==> src/rtl/alu_seq_pkg.sv <==
// Shared state encoding, status codes and response byte mux for the ALU frame sequencer.
package alu_seq_pkg;

  typedef enum logic [2:0] {
    IDLE,
    ISSUE,
    WAIT_ALU,
    TX_LOAD,
    TX_WAIT_HI,
    TX_WAIT_LO
  } state_t;

  localparam logic [7:0] ST_OK      = 8'h00;
  localparam logic [7:0] ST_ALU_ERR = 8'hE1;
  localparam logic [7:0] ST_TIMEOUT = 8'hE2;
  localparam logic [7:0] ST_BAD_OP  = 8'hE3;

  localparam logic [1:0] LAST_BYTE_IDX = 2'd2;

  // Response order on the wire: status, result high byte, result low byte.
  function automatic logic [7:0] resp_byte(input logic [1:0]  idx,
                                           input logic [7:0]  status,
                                           input logic [15:0] result);
    logic [7:0] b;
    case (idx)
      2'd0:    b = status;
      2'd1:    b = result[15:8];
      default: b = result[7:0];
    endcase
    return b;
  endfunction

endpackage

==> src/rtl/alu_watchdog.sv <==
// Saturating cycle counter that flags the ALU_TIMEOUT-th enabled cycle since the last clear.
module alu_watchdog #(
  parameter int unsigned ALU_TIMEOUT = 255
) (
  input  logic i_clk,
  input  logic i_rst_n,
  input  logic i_clr,
  input  logic i_en,
  output logic o_expired
);

  localparam logic [7:0] LAST_CNT = 8'(ALU_TIMEOUT - 1);

  logic [7:0] r_cnt;

  always_ff @(posedge i_clk or negedge i_rst_n) begin
    if (!i_rst_n) begin
      r_cnt <= '0;
    end else if (i_clr) begin
      r_cnt <= '0;
    end else if (i_en && (r_cnt != 8'hFF)) begin
      r_cnt <= r_cnt + 8'd1;
    end
  end

  // r_cnt holds the number of enabled cycles already spent, so this fires in the last allowed one.
  assign o_expired = i_en && (r_cnt >= LAST_CNT);

endmodule

==> src/rtl/alu_frame_sequencer.sv <==
// Runs one command frame through the ALU and returns a 3-byte status/result response to the UART.
module alu_frame_sequencer
  import alu_seq_pkg::*;
#(
  parameter int unsigned NUM_OPS     = 8,
  parameter int unsigned ALU_TIMEOUT = 255
) (
  input  logic        clk,
  input  logic        reset,
  input  logic        frame_valid,
  input  logic [7:0]  operation,
  input  logic [7:0]  data_a,
  input  logic [7:0]  data_b,
  output logic [7:0]  alu_op,
  output logic [7:0]  alu_a,
  output logic [7:0]  alu_b,
  output logic        alu_start,
  input  logic        alu_done,
  input  logic [15:0] alu_result,
  input  logic        alu_error,
  output logic [7:0]  tx_data,
  output logic        tx_start,
  input  logic        tx_busy,
  output logic        busy,
  output logic        frame_dropped,
  output logic [7:0]  last_status,
  output state_t      dbg_state
);

  state_t      r_state, w_state_nxt;
  logic [7:0]  r_alu_op, r_alu_a, r_alu_b;
  logic [7:0]  w_alu_op_nxt, w_alu_a_nxt, w_alu_b_nxt;
  logic        r_alu_start, w_alu_start_nxt;
  logic [7:0]  r_tx_data, w_tx_data_nxt;
  logic        r_tx_start, w_tx_start_nxt;
  logic        r_busy, r_frame_dropped;
  logic [7:0]  r_last_status, w_last_status_nxt;
  logic [7:0]  r_status, w_status_nxt;
  logic [15:0] r_result, w_result_nxt;
  logic [1:0]  r_idx, w_idx_nxt;
  logic        w_wd_clr, w_wd_en, w_expired, w_op_valid;

  assign w_op_valid = ({24'd0, operation} < NUM_OPS);

  alu_watchdog #(.ALU_TIMEOUT(ALU_TIMEOUT)) u_watchdog (
    .i_clk     (clk),
    .i_rst_n   (reset),
    .i_clr     (w_wd_clr),
    .i_en      (w_en_wait()),
    .o_expired (w_expired)
  );

  function automatic logic w_en_wait();
    return w_wd_en;
  endfunction

  // Transmitter handshake: tx_start is a one-cycle request issued only after a cycle with
  // tx_busy low; the byte counts as accepted once tx_busy rises and finished once it falls,
  // and tx_data is only rewritten in TX_LOAD so it holds for that whole window.
  always_comb begin
    w_state_nxt       = r_state;
    w_alu_op_nxt      = r_alu_op;
    w_alu_a_nxt       = r_alu_a;
    w_alu_b_nxt       = r_alu_b;
    w_alu_start_nxt   = 1'b0;
    w_tx_data_nxt     = r_tx_data;
    w_tx_start_nxt    = 1'b0;
    w_last_status_nxt = r_last_status;
    w_status_nxt      = r_status;
    w_result_nxt      = r_result;
    w_idx_nxt         = r_idx;
    w_wd_clr          = 1'b0;
    w_wd_en           = 1'b0;
    case (r_state)
      IDLE: begin
        if (frame_valid) begin
          w_alu_op_nxt = operation;
          w_alu_a_nxt  = data_a;
          w_alu_b_nxt  = data_b;
          w_idx_nxt    = 2'd0;
          if (w_op_valid) begin
            w_alu_start_nxt = 1'b1;
            w_state_nxt     = ISSUE;
          end else begin
            w_status_nxt = ST_BAD_OP;
            w_result_nxt = 16'h0000;
            w_state_nxt  = TX_LOAD;
          end
        end
      end
      ISSUE: begin
        w_wd_clr    = 1'b1;
        w_state_nxt = WAIT_ALU;
      end
      WAIT_ALU: begin
        w_wd_en = 1'b1;
        if (alu_done) begin
          w_result_nxt = alu_result;
          w_status_nxt = alu_error ? ST_ALU_ERR : ST_OK;
          w_state_nxt  = TX_LOAD;
        end else if (w_expired) begin
          w_result_nxt = 16'h0000;
          w_status_nxt = ST_TIMEOUT;
          w_state_nxt  = TX_LOAD;
        end
      end
      TX_LOAD: begin
        w_tx_data_nxt = resp_byte(r_idx, r_status, r_result);
        if (!tx_busy) begin
          w_tx_start_nxt = 1'b1;
          w_state_nxt    = TX_WAIT_HI;
        end
      end
      TX_WAIT_HI: begin
        if (tx_busy) w_state_nxt = TX_WAIT_LO;
      end
      TX_WAIT_LO: begin
        if (!tx_busy) begin
          if (r_idx == LAST_BYTE_IDX) begin
            w_last_status_nxt = r_status;
            w_state_nxt       = IDLE;
          end else begin
            w_idx_nxt   = r_idx + 2'd1;
            w_state_nxt = TX_LOAD;
          end
        end
      end
      default: w_state_nxt = IDLE;
    endcase
  end

  always_ff @(posedge clk or negedge reset) begin
    if (!reset) begin
      r_state         <= IDLE;
      r_alu_op        <= '0;
      r_alu_a         <= '0;
      r_alu_b         <= '0;
      r_alu_start     <= 1'b0;
      r_tx_data       <= '0;
      r_tx_start      <= 1'b0;
      r_busy          <= 1'b0;
      r_frame_dropped <= 1'b0;
      r_last_status   <= '0;
      r_status        <= '0;
      r_result        <= '0;
      r_idx           <= '0;
    end else begin
      r_state         <= w_state_nxt;
      r_alu_op        <= w_alu_op_nxt;
      r_alu_a         <= w_alu_a_nxt;
      r_alu_b         <= w_alu_b_nxt;
      r_alu_start     <= w_alu_start_nxt;
      r_tx_data       <= w_tx_data_nxt;
      r_tx_start      <= w_tx_start_nxt;
      r_busy          <= (w_state_nxt != IDLE);
      r_frame_dropped <= frame_valid && (r_state != IDLE);
      r_last_status   <= w_last_status_nxt;
      r_status        <= w_status_nxt;
      r_result        <= w_result_nxt;
      r_idx           <= w_idx_nxt;
    end
  end

  assign alu_op        = r_alu_op;
  assign alu_a         = r_alu_a;
  assign alu_b         = r_alu_b;
  assign alu_start     = r_alu_start;
  assign tx_data       = r_tx_data;
  assign tx_start      = r_tx_start;
  assign busy          = r_busy;
  assign frame_dropped = r_frame_dropped;
  assign last_status   = r_last_status;
  assign dbg_state     = r_state;

endmodule
==> config.mk <==
export PLATFORM = sky130hd
export DESIGN_NAME = alu_frame_sequencer
export DESIGN_NICKNAME = d
export VERILOG_FILES = /design/src/rtl/alu_seq_pkg.sv /design/src/rtl/alu_watchdog.sv /design/src/rtl/alu_frame_sequencer.sv
export SDC_FILE = /design/constraint.sdc
export NUM_CORES = 1
export LEC_CHECK = 0
export BUFFER_PORTS_ARGS = -buffer_cell sky130_fd_sc_hd__buf_4
export CAP_MARGIN = 20
export CORE_AREA = 2 2 92 94
export CTS_CLUSTER_DIAMETER = 200
export DETAILED_ROUTE_END_ITERATION = 6
export DIE_AREA = 0 0 94 96
export PLACE_DENSITY_LB_ADDON = 0.08
export SLEW_MARGIN = 20
export SYNTH_ARGS = -nofsm -noshare
export SYNTH_HDL_FRONTEND = slang
export SYNTH_SLANG_ARGS = --single-unit
==> constraint.sdc <==
create_clock -name clk -period 1.7 [get_ports clk]
set_input_delay 0.17 -clock clk [delete_from_list [all_inputs] [get_ports clk]]
set_output_delay 0.17 -clock clk [all_outputs]
set_load 0.03 [all_outputs]
==> results.sh <==
export IMPL_cts_sinks=71
export IMPL_drive_gt1_share_pct=34.2
export IMPL_grt_setup_unrepaired="yes"
export IMPL_core_area_um2=8050
export IMPL_synth_top_cells_by_count="89 x nand2_1, 71 x dfrtp_1, 18 x a22o_1"
export IMPL_critPathLaunchType="register"
export IMPL_cts_made_buffers=9
export IMPL_timing_final_crit_share_pct=97.7
export IMPL_die_x_um=94
export IMPL_cts_htree_levels=3
export IMPL_leakage_nw=2.20
export IMPL_cts_tree="built"
export IMPL_ys_flop_type="dfrtp_1"
export IMPL_ioPinCount=93
export IMPL_seq_area_frac_synth_pct=56.8
export IMPL_path_delay_family="simple AND/OR/NAND/NOR gates"
export IMPL_post_route_drc_count=0
export IMPL_p_sw_w=0.00327
export IMPL_status="finished clean"
export IMPL_worstSetupPathType="reg -> reg"
export IMPL_hold_violations=0
export IMPL_vias=2529
export IMPL_crit_chain="or3b_1 > a31oi_4 > mux2i_1 > nor2_1"
export IMPL_cp_end_kind="register"
export IMPL_syn_to_final_growth_pct=37.1
export IMPL_syn_area_um2=3130
export IMPL_max_clock_path_buffers=2
export IMPL_syn_inst=308
export IMPL_slowest_stage="dfrtp_2"
export IMPL_pwr_share_seq_pct=34.4
export IMPL_syn_avg_cell_area_um2=10.2
export IMPL_required_ps=1900
export IMPL_synth_edf_count=0
export IMPL_slowest_delay_ps=490
export IMPL_async_flop_share_pct=100
export IMPL_vias_per_cell=4.84
export IMPL_grt_max_degree=46
export IMPL_hold_depth=3
export IMPL_p_sw_share_pct=40.5
export IMPL_portBuffers=89
export IMPL_worstPathArrival_ps=1860
export IMPL_cellInternalPower_w=0.00480
export IMPL_dr_pass1_iters=4
export IMPL_critical_path_depth=4
export IMPL_hp_class="in -> reg"
export IMPL_yosys_warnings=0
export IMPL_nets=465
export IMPL_postRouteAntennaNets=0
export IMPL_clock_latency_ps=330
export IMPL_finalSetupTns_ps=0
export IMPL_combPwrFrac_pct=47.5
export IMPL_crit_path_max_fanout=10
export IMPL_power_density_nw_per_um2=1880
export IMPL_initial_core_util_pct=38.9
export IMPL_grt_first_pass_wirelength_mm=11.8
export IMPL_synthTopCellsByArea="dfrtp_1 57%, nand2_1 11%, a22o_1 5.0%"
export IMPL_path_buf_inv=0
export IMPL_global_route_usage_total_pct=16.8
export IMPL_synth_largest_area_cell="dfrtp_1"
export IMPL_cts_root_buf="clkbuf_8"
export IMPL_chipHeight_um=96
export IMPL_die_area_um2=9020
export IMPL_dp_slack_ps=5.75
export IMPL_overflow=0
export IMPL_irDropWorstVdd_mv=0.981
export IMPL_totalWireLength_mm=7.29
export IMPL_max_cap_violations=0
export IMPL_timing_final_max_slew_violations=0
export IMPL_grt_pass1_vias=2359
export IMPL_n_antenna_cell=0
export IMPL_wire_per_inst_um=13.9
export IMPL_clock_fmax_mhz=602
export IMPL_ys_ff_latch=71
export IMPL_ys_types=47
export IMPL_dp_final_hpwl_mm=5.33
export IMPL_setup_viol=0
export IMPL_path_clk_slew_ps=80
export IMPL_utilization_pct=53.3
export IMPL_worstRegToRegCells=4
export IMPL_rows=33
export IMPL_setup_ws_ps=39.6
export IMPL_synth_top_area_share_pct=56.8
export IMPL_clock_skew_ps=11.4
export IMPL_clock_power_share_pct=18.0
export IMPL_min_period_ps=1660
export IMPL_place_gp_congestion=0.781
export IMPL_antenna_found_initial=0
export IMPL_synth_most_common_cell="nand2_1"
export IMPL_drt_iter0_drc=57
## sequential cells by signal (all words and copies together), names as in the netlist
signal,cells
frame_dropped,1
alu_a,8
last_status,3
tx_data,8
r_result,16
alu_start,1
tx_start,1
u_watchdog.r_cnt,8
r_idx,2
alu_b,8
r_status,3
dbg_state,3
alu_op,8
busy,1
## path summary, 6_finish.rpt
path | from | to | slack, ps
worst max-delay path | dbg_state[2]$_DFF_PN0_ | u_watchdog.r_cnt[1]$_DFFE_PN0P_ | 40
worst min-delay path | data_a[0] | alu_a[0]$_DFFE_PN0P_ | 30
worst max register to register | dbg_state[2]$_DFF_PN0_ | u_watchdog.r_cnt[1]$_DFFE_PN0P_ | 40
worst min register to register | alu_op[4]$_DFFE_PN0P_ | alu_op[4]$_DFFE_PN0P_ | 470
max in group asynchronous | reset | dbg_state[1]$_DFF_PN0_ | 830
min in group asynchronous | reset | r_result[10]$_DFFE_PN0P_ | 280
## power by group through the flow
stage	Clock (W)	Sequential, W	Combinational [W]
after CTS	0.00149	0.00279	0.00389
after floorplan	0	0.00355	0.00162
after global routing	0.00157	0.00287	0.00423
final	0.00146	0.00278	0.00384
after global placement	0	0.00280	0.00384
after detailed placement	0	0.00282	0.00386
## what timing repair did
action	in CTS	in global routing
hold buffers	1	0
setup buffers	0	0
resized for setup	0	5
hold endpoints to repair	26	0
setup endpoints to repair	0	46
## cell usage in the layout (no fill, tap or decap), types with 2 or more instances in the layout
cell / count
clkbuf_8: 10
and2_1: 2
a221oi_1: 3
o21ai_1: 2
nand2_1: 89
o31a_1: 2
mux2_2: 3
buf_12: 3
xor2_1: 2
ha_1: 5
nand4_1: 2
conb_1: 3
mux2i_1: 4
nand3_1: 4
bufinv_16: 2
a22oi_1: 4
xnor2_1: 2
nor2_1: 11
or2_2: 2
o21ai_0: 12
nor2_2: 2
clkinv_2: 2
buf_4: 107
dfrtp_2: 3
inv_1: 9
dfrtp_1: 68
and3_1: 2
a21oi_1: 7
nand2b_1: 6
a22o_1: 18
o211ai_1: 2
nor3_1: 2
nor2b_1: 2
## cells by family (layout without fill, tap and decap cells)
| logic type | count (synthesis) | in the layout | share of synthesized area [%] |
|---|---|---|---|
| other | 1 | 3 | 0.120 |
| multiplexers | 7 | 7 | 2.36 |
| adder cells (fa/ha/maj) | 5 | 5 | 2.00 |
| buffers and inverters | 28 | 136 | 4.56 |
| AND/OR/NAND/NOR | 135 | 135 | 19.4 |
| AO/OA/AOI/OAI | 57 | 57 | 13.6 |
| XOR/XNOR | 4 | 4 | 1.12 |
| flip-flops | 71 | 71 | 56.8 |
## worst min-delay path, stage by stage
cell	delay (ps)
buf_4	70
nand2_1	40
nand2_1	40
## per-stage QoR
stage / instance area, um2 / power, W / instances / hold slack [ps]
finish: 4290 / 0.00807 / 523 / 26.1
CTS: 4280 / 0.00817 / 523 / 8.38
global route: 4290 / 0.00868 / 523 / 12.2
floorplan: 3160 / 0.00518 / 310 / -126
detailed placement: 4060 / 0.00668 / 507 / 111
global placement: 4060 / 0.00664 / 507 / 113
## layout make-up
type / count / area [um2]
clock inverter: 4 / 70.1
fill: 734 / 3760
clock buffer: 11 / 141
timing repair buffer: 111 / 873
tap: 105 / 131
multi-input combinational: 211 / 1260
inverter: 10 / 37.5
sequential: 71 / 1780
## per-layer routing
metal,track usage (%),part of all wire [%],vias up
li1,-,-,1255
met5,0,0,-
met1,24.4,48,1203
met4,5.43,0.93,0
met3,3.76,4.8,6
met2,25.1,47,65
Power figures use the tool's default switching activity.
